<file path="config.mk">
export PLATFORM = sky130hd
export DESIGN_NAME = lbist_ctrl
export DESIGN_NICKNAME = d
export VERILOG_FILES = /design/src/rtl/lbist_pkg.sv /design/src/rtl/lbist_misr.sv /design/src/rtl/lbist_ctrl.sv
export SDC_FILE = /design/constraint.sdc
export NUM_CORES = 1
export LEC_CHECK = 0
export ABC_AREA = 0
export BUFFER_PORTS_ARGS = -buffer_cell sky130_fd_sc_hd__buf_2
export CAP_MARGIN = 20
export CORE_MARGIN = 1
export CORE_UTILIZATION = 45
export CTS_BUF_LIST = sky130_fd_sc_hd__clkbuf_8
export DETAILED_ROUTE_END_ITERATION = 12
export PLACE_DENSITY = 0.74
export SYNTH_ARGS = -nofsm -noshare
export SYNTH_HDL_FRONTEND = slang
export SYNTH_SLANG_ARGS = --single-unit
</file>
<file path="constraint.sdc">
create_clock -name clk -period 4.65 [get_ports clk]
set_clock_uncertainty 0.05 [all_clocks]
set_input_delay 0.465 -clock clk [delete_from_list [all_inputs] [get_ports clk]]
set_output_delay 0.465 -clock clk [all_outputs]
set_load 0.02 [all_outputs]
</file>
<file path="src/rtl/lbist_pkg.sv">
// Shared types, default constants and the Galois shift step used by the LBIST LFSR and MISR.
package lbist_pkg;

  typedef enum logic [2:0] {
    StIdle,
    StSeed,
    StRun,
    StFlush,
    StCheck,
    StDone
  } lbist_state_e;

  localparam int unsigned LbistWidth    = 32;
  // Widest register the shared step function can handle.
  localparam int unsigned LbistMaxWidth = 64;

  localparam logic [LbistWidth-1:0] LbistPoly = 32'h8020_0003;
  localparam logic [LbistWidth-1:0] LbistSeed = 32'hACE1_0001;

  // One Galois step on the low `width` bits: shift left, fold POLY back in when the MSB falls out.
  function automatic logic [LbistMaxWidth-1:0] galois_step(
    input logic [LbistMaxWidth-1:0] v,
    input logic [LbistMaxWidth-1:0] poly,
    input int unsigned              width
  );
    logic [LbistMaxWidth-1:0] mask;
    logic                     msb;
    mask = {LbistMaxWidth{1'b1}} >> (LbistMaxWidth - width);
    msb  = |(v & (LbistMaxWidth'(1) << (width - 1)));
    return ((v << 1) & mask) ^ (msb ? (poly & mask) : '0);
  endfunction

endpackage

</file>
<file path="src/rtl/lbist_misr.sv">
// Multiple-input signature register: compacts one response word per enabled cycle.
module lbist_misr
  import lbist_pkg::*;
#(
  parameter int unsigned      WIDTH = LbistWidth,
  parameter logic [WIDTH-1:0] POLY  = WIDTH'(LbistPoly)
) (
  input  logic             clk,
  input  logic             rst,
  input  logic             i_clear,
  input  logic             i_en,
  input  logic [WIDTH-1:0] i_data,
  output logic [WIDTH-1:0] o_sig
);

  logic [WIDTH-1:0] r_sig;
  logic [WIDTH-1:0] w_step;

  assign w_step = WIDTH'(galois_step(LbistMaxWidth'(r_sig), LbistMaxWidth'(POLY), WIDTH));

  // Signature register: clear has priority over absorption.
  always_ff @(posedge clk or negedge rst) begin
    if (!rst) begin
      r_sig <= '0;
    end else if (i_clear) begin
      r_sig <= '0;
    end else if (i_en) begin
      r_sig <= w_step ^ i_data;
    end
  end

  assign o_sig = r_sig;

endmodule

</file>
<file path="src/rtl/lbist_ctrl.sv">
// Logic-BIST controller: drives LFSR patterns into the core, compacts responses, latches a verdict.
module lbist_ctrl
  import lbist_pkg::*;
#(
  parameter int unsigned      WIDTH         = LbistWidth,
  parameter int unsigned      N_PATTERNS    = 1024,
  parameter int unsigned      SETTLE_CYCLES = 2,
  parameter logic [WIDTH-1:0] POLY          = WIDTH'(LbistPoly),
  parameter logic [WIDTH-1:0] SEED          = WIDTH'(LbistSeed),
  parameter logic [WIDTH-1:0] GOLDEN_SIG    = '0
) (
  input  logic             clk,
  input  logic             rst,
  input  logic             start_i,
  input  logic [WIDTH-1:0] resp_i,
  output logic [WIDTH-1:0] pattern_o,
  output logic             pattern_valid_o,
  output logic             busy_o,
  output logic [WIDTH-1:0] signature_o,
  output logic             go_nogo_o,
  output logic             pass_o
);

  localparam int unsigned CntMax = (N_PATTERNS > SETTLE_CYCLES) ? N_PATTERNS : SETTLE_CYCLES;
  localparam int unsigned CntW   = $clog2(CntMax + 1);
  localparam logic [CntW-1:0] RunLast   = CntW'((N_PATTERNS > 0) ? N_PATTERNS - 1 : 0);
  localparam logic [CntW-1:0] FlushLast = CntW'((SETTLE_CYCLES > 0) ? SETTLE_CYCLES - 1 : 0);

  if (SEED == '0) begin : g_bad_seed
    $fatal(1, "lbist_ctrl: SEED must be nonzero");
  end
  if (N_PATTERNS < 1) begin : g_bad_npat
    $fatal(1, "lbist_ctrl: N_PATTERNS must be at least 1");
  end
  if (WIDTH > LbistMaxWidth || WIDTH < 2) begin : g_bad_width
    $fatal(1, "lbist_ctrl: WIDTH out of supported range");
  end

  lbist_state_e     r_state;
  logic [WIDTH-1:0] r_lfsr;
  logic [CntW-1:0]  r_cnt;
  logic             r_valid;
  logic             r_busy;
  logic             r_go;
  logic             r_pass;

  logic [WIDTH-1:0] w_lfsr_step;
  logic [WIDTH-1:0] w_sig;
  logic             w_misr_clear;
  logic             w_misr_en;

  assign w_lfsr_step = WIDTH'(galois_step(LbistMaxWidth'(r_lfsr), LbistMaxWidth'(POLY), WIDTH));

  // MISR is cleared while seeding and absorbs every RUN and FLUSH cycle.
  assign w_misr_clear = (r_state == StSeed);
  assign w_misr_en    = (r_state == StRun) || (r_state == StFlush);

  lbist_misr #(
    .WIDTH (WIDTH),
    .POLY  (POLY)
  ) u_misr (
    .clk     (clk),
    .rst     (rst),
    .i_clear (w_misr_clear),
    .i_en    (w_misr_en),
    .i_data  (resp_i),
    .o_sig   (w_sig)
  );

  // Sequencer FSM with inline LFSR, shared pattern/settle counter and registered status outputs.
  always_ff @(posedge clk or negedge rst) begin
    if (!rst) begin
      r_state <= StIdle;
      r_lfsr  <= '0;
      r_cnt   <= '0;
      r_valid <= 1'b0;
      r_busy  <= 1'b0;
      r_go    <= 1'b0;
      r_pass  <= 1'b0;
    end else begin
      unique case (r_state)
        StIdle: begin
          if (start_i) begin
            r_state <= StSeed;
            r_busy  <= 1'b1;
          end
        end
        StSeed: begin
          r_lfsr  <= SEED;
          r_cnt   <= '0;
          r_valid <= 1'b1;
          r_state <= StRun;
        end
        StRun: begin
          r_lfsr <= w_lfsr_step;
          if (r_cnt == RunLast) begin
            r_cnt   <= '0;
            r_valid <= 1'b0;
            r_state <= (SETTLE_CYCLES == 0) ? StCheck : StFlush;
          end else begin
            r_cnt <= r_cnt + CntW'(1);
          end
        end
        StFlush: begin
          // LFSR holds so the core sees a stable last pattern while its pipeline drains.
          if (r_cnt == FlushLast) begin
            r_state <= StCheck;
          end else begin
            r_cnt <= r_cnt + CntW'(1);
          end
        end
        StCheck: begin
          r_pass  <= (w_sig == GOLDEN_SIG);
          r_busy  <= 1'b0;
          r_go    <= 1'b1;
          r_state <= StDone;
        end
        StDone: begin
          // Terminal until reset; start_i ignored.
        end
        default: begin
          r_state <= StIdle;
        end
      endcase
    end
  end

  assign pattern_o       = r_lfsr;
  assign pattern_valid_o = r_valid;
  assign busy_o          = r_busy;
  assign signature_o     = w_sig;
  assign go_nogo_o       = r_go;
  assign pass_o          = r_pass;

endmodule
</file>
==> results.cfg, run 1 <==
[setup_path]
startpoint_type = flop
worst_ep_arrival_time_ns = 2.25
cp_top_family = flip-flops
crit_required_ns = 4.84
crit_path_top_delay_cell = dfrtp_1
path_buf_inv = 0
rrSetupSlack_ns = 2.59
worstSetupPathType = reg2reg
end_kind = flop
worst_path_largest_cell_delay_ns = 0.63
crit_fanout = 24
crit_chain = xor2_1, nand2b_1, a21oi_4, nor2_1

[grt]
grt_first_pass_wirelength_um = 13500
grt_start_max_net_pins = 83
grt_use_total = 0.205
grt_pass1_vias = 2727
antenna_found_initial = 0
overflow = 0

[logic_synthesis]
synth_edf_count = 0
synthesis.nets = 372
synth_flop_cell = dfrtp_1
synth_top_area_share = 0.561
synthesis.area_um2 = 3660
post_synth.cell_area_avg_um2 = 10.9
synth_cell_type_count = 39
synth.area.top_cells = dfrtp_1 (56%), xnor2_1 (9.1%), a22o_1 (5.5%)
postSynthRegisterBits = 82
synth-warning-count = 0
yosysTopAreaCell = dfrtp_1
synthArstFlopShare = 1.00
synthCells = 334
ys_seq_area_frac = 0.561

[detailed_routing]
detail_route.wl_per_cell_um = 15.3
antenna_left = 0
vias_per_cell = 5.36
drcViolationCount = 0
drt_iter0_drc = 127
via_count = 2886
totalWireLength_um = 8230
first_pass_iters = 6

[final_layout]
register_area_um2 = 2050
nets = 469
multi_input_area_um2 = 1500
mostFrequentLayoutCells = buf_2 (101), dfrtp_1 (82), nand2_1 (39), xnor2_1 (38), o21ai_0 (36)
diodes = 0
mostFrequentLayoutCell = buf_2
syn2layout_area_growth_pct = 23.1
utilization = 0.576
nFillCells = 670
final_layout_size_suffix_gt1_frac = 0.287

[pwr]
p_switching_w = 0.000812
ir_drop_v = 0.000330
internal-power_w = 0.00148
switching_share = 0.354
power_frac_comb = 0.275
total_power_w = 0.00230
p_per_area_nw_per_um2 = 510
p_clk_frac = 0.273
leakagePower_nw = 2.05
p_seq_frac = 0.452

[sta]
setup_slack_ns = 2.59
hold_viol = 0
report.final.slew_viol_count = 0
fin_tns_setup_ns = 0
maxSlewHeadroom = 0.378
whs_ns = 0.338
max_freq_mhz = 485
rsz0062_at_grt = no
setup_viol = 0
period_minus_slack_ns = 2.06
period_share = 0.444
worst_slew_pin_slew_ns = 0.933

[place]
gp_congestion = 0.773
numPortBuffers = 102
pre_cts_slack_ns = 2.58
dp_hpwl_um = 5520

[min_path]
hp-class = in2reg

[floorplan]
initial_core_util = 0.468
boundaryPins = 103
core_area_um2 = 7810
die_area_um2 = 8490
die_y_um = 92.1
num_rows = 32
fp.dieW_um = 92.1

[clock_tree]
insertion_delay_ns = 0.35
root_buffer = clkbuf_8
ctsResizeCount = 0
clockBufferDepth = 2
ctsHoldBuffers = 0
cts_buffers = 9
post_cts_buffers = 0
cts_sinks = 82
path_clk_slew_ns = 0.09
htree_levels = 3
cts_tree = done

[job]
cap_violations = 0

[status]
status = finished clean
## worst register-to-register path, cell delays in order (launching register included)
cell,delay [ns]
dfrtp_1,0.63
xor2_1,0.22
nand2b_1,0.51
a21oi_4,0.44
nor2_1,0.10
## state kept, by name (all words and copies together), names as in the netlist
| register | count |
|---|---|
| pass_o | 1 |
| r_cnt | 11 |
| pattern_o | 32 |
| r_state | 3 |
| busy_o | 1 |
| pattern_valid_o | 1 |
| go_nogo_o | 1 |
| u_misr.o_sig | 32 |
## through the flow
| step | instances | area [um^2] |
|---|---|---|
| finish | 538 | 4500 |
| global route | 538 | 4500 |
| detailed placement | 520 | 4220 |
| global placement | 520 | 4220 |
| CTS | 536 | 4460 |
| floorplan | 334 | 3660 |
## cells in the mapped netlist, drive strengths merged (5+ instances only)
cell type / number
xnor2: 38
o22a: 7
nor2: 15
nand4: 6
nand3: 5
dfrtp: 82
inv: 5
a21oi: 11
nand2: 39
buf: 7
xor2: 5
clkbuf: 12
nor4: 11
a22o: 23
o21ai: 36
## metal layers
metal  global-route usage  vias to the layer above  wire, um
li1                     -                     1372         -
met1                0.280                     1434      3870
met2                0.322                       68      3990
met3               0.0415                       12       251
met4               0.0768                        0       122
met5                    0                        -         0
## path summary, 6_finish.rpt
path                                         from                      endpoint  cells past startpoint
max                        r_state[0]$_DFFE_PN0P_         r_cnt[10]$_DFFE_PN0P_                      4
min                                    resp_i[26]  u_misr.o_sig[26]$_DFFE_PN0P_                      3
max reg2reg                r_state[0]$_DFFE_PN0P_         r_cnt[10]$_DFFE_PN0P_                      4
min reg2reg                    pass_o$_DFFE_PN0P_            pass_o$_DFFE_PN0P_                      2
max in group asynchronous                     rst     pattern_o[31]$_DFFE_PN0P_                      3
min in group asynchronous                     rst  u_misr.o_sig[27]$_DFFE_PN0P_                      2
## logic make-up (layout without fill, tap and decap cells)
logic type,Yosys count,count (layout),synth area share
and+or+nand+nor,94,94,0.132
AOI/OAI and AO/OA,87,87,0.163
DFF,82,82,0.561
xor gates and xnor gates,43,43,0.103
buffers and inverters,24,126,0.0281
adders and majority gates,3,3,0.0103
muxes,1,1,0.00274
## power groups by stage
stage | registers (W) | clock network, W | logic [W]
floorplan | 0.00120 | 0 | 0.000229
global placement | 0.00104 | 0 | 0.000618
detailed placement | 0.00105 | 0 | 0.000633
CTS | 0.00104 | 0.000632 | 0.000637
global route | 0.00106 | 0.000668 | 0.000683
finish | 0.00104 | 0.000627 | 0.000632
## area by class of cell
class	instances	share of cell area
multi-input combinational	228	0.334
inverter	5	0.00417
tap	102	0.0284
timing repair buffer	105	0.124
clock buffer	9	0.0275
sequential	82	0.456
clock inverter	7	0.0261
Power figures use the tool's default switching activity.
==> run 2, diff against run 1 <==
- clock period: 4.65 -> 2.1 ns (I/O delays scaled with it)
==> results.cfg, run 2 (synthesis gave the netlist of run 1 again) <==
[final_layout]
mostFrequentLayoutCell = buf_2
diodes = 0
final_cell_area_um2 = 4520
mostFrequentLayoutCells = buf_2 (101), dfrtp_1 (82), nand2_1 (39), xnor2_1 (38), o21ai_0 (36)
final_layout_size_suffix_gt1_frac = 0.295
syn2layout_area_growth_pct = 23.5
nets = 473

[setup_path]
crit_path_top_delay_cell = nor4_1
startpoint_type = flop
r2r_cells = 4
end_kind = flop
crit_chain = nor4_1, and4_4, nor4_1, a21o_1
crit_path_frequent_cell = nor4_1
worst_path_largest_cell_delay_ns = 0.58
worst_ep_arrival_time_ns = 1.97
rrSetupSlack_ns = 0.32
worstReg2RegStart = r_cnt[6]$_DFFE_PN0P_
crit_required_ns = 2.29
worstSetupPathType = reg2reg
crit_start = r_cnt[6]$_DFFE_PN0P_
crit_fanout = 5

[floorplan]
num_rows = 32
boundaryPins = 103
die_area_um2 = 8490
fp.dieW_um = 92.1
initial_core_util = 0.468
core_area_um2 = 7810
die_y_um = 92.1

[clock_tree]
clockBufferDepth = 2
ctsHoldBuffers = 1
htree_levels = 3
root_buffer = clkbuf_8
path_clk_slew_ns = 0.08
insertion_delay_ns = 0.35
cts_tree = done
ctsResizeCount = 0
post_cts_buffers = 0
cts_buffers = 9
cts_sinks = 82

[sta]
fin_tns_setup_ns = 0
period_share = 0.846
max_freq_mhz = 563
worst_slew_pin_slew_ns = 0.598
setup_slack_ns = 0.324
hold_viol = 0
rsz0062_at_grt = no
setup_viol = 0
period_minus_slack_ns = 1.78
whs_ns = 0.0903
report.final.slew_viol_count = 0
maxSlewHeadroom = 0.598

[grt]
grt_first_pass_wirelength_um = 13700
grt_start_max_net_pins = 46
overflow = 0
antenna_found_initial = 0
grt_pass1_vias = 2856
grt_use_total = 0.206

[place]
pre_cts_slack_ns = 0.334
placed_cell_area_um2 = 4270
dp_hpwl_um = 5690
numPortBuffers = 102
gp_congestion = 0.794

[pwr]
total_power_w = 0.00501
p_clk_frac = 0.263
p_seq_frac = 0.459
internal-power_w = 0.00323
p_switching_w = 0.00177
switching_share = 0.354
leakagePower_nw = 2.07
p_per_area_nw_per_um2 = 1110
power_frac_comb = 0.278
ir_drop_v = 0.000700

[detailed_routing]
via_count = 2895
drcViolationCount = 0
totalWireLength_um = 8190
drt_iter0_drc = 141
first_pass_iters = 4
detail_route.wl_per_cell_um = 15.1
vias_per_cell = 5.34
antenna_left = 0

[min_path]
min_from = resp_i[9]
hp-class = in2reg
hold_depth = 3

[status]
status = finished clean

[job]
cap_violations = 0
[run 2: worst paths after layout]
| kind | end |
|---|---|
| max | r_cnt[0]$_DFFE_PN0P_ |
| min | u_misr.o_sig[9]$_DFFE_PN0P_ |
| max reg2reg | r_cnt[0]$_DFFE_PN0P_ |
| min reg2reg | go_nogo_o$_DFFE_PN0P_ |
| max in group asynchronous | u_misr.o_sig[0]$_DFFE_PN0P_ |
| min in group asynchronous | pattern_o[8]$_DFFE_PN0P_ |
[run 2: through the flow]
| step | instances | utilization |
|---|---|---|
| 2_1_floorplan | 334 | - |
| 3_3_place_gp | 525 | 0.547 |
| 3_5_place_dp | 525 | 0.547 |
| 4_1_cts | 542 | 0.579 |
| 5_1_grt | 542 | 0.579 |
| 6_report | 542 | 0.579 |
[run 2: worst max-delay path, delay by kind of cell (launching register included)]
kind / cells / cell delay [ns]
compound gates: 1 / 0.18
flops: 1 / 0.45
simple gates: 3 / 1.00
[run 2: layout make-up]
type	instances	area, um^2
clock buffers	11	151
clock inverters	5	85.1
fillers	696	3290
inverters	5	18.8
multi-input cells	228	1500
flip-flops and latches	82	2050
well taps	102	128
repair buffers	109	581
[run 2: per-layer routing]
layer / global-route usage / up-vias / routed length, um
met1: 0.261 / 1424 / 3690
met5: 0 / - / 0
met4: 0.104 / 0 / 195
met2: 0.342 / 74 / 4040
met3: 0.0340 / 15 / 261
li1: - / 1382 / -
[run 2: power by group through the flow]
stage / logic, W / registers (W) / clock network (W)
after floorplan: 0.000506 / 0.00265 / 0
after global placement: 0.00137 / 0.00231 / 0
after detailed placement: 0.00141 / 0.00232 / 0
after CTS: 0.00141 / 0.00230 / 0.00135
after global routing: 0.00152 / 0.00236 / 0.00142
final: 0.00139 / 0.00230 / 0.00132
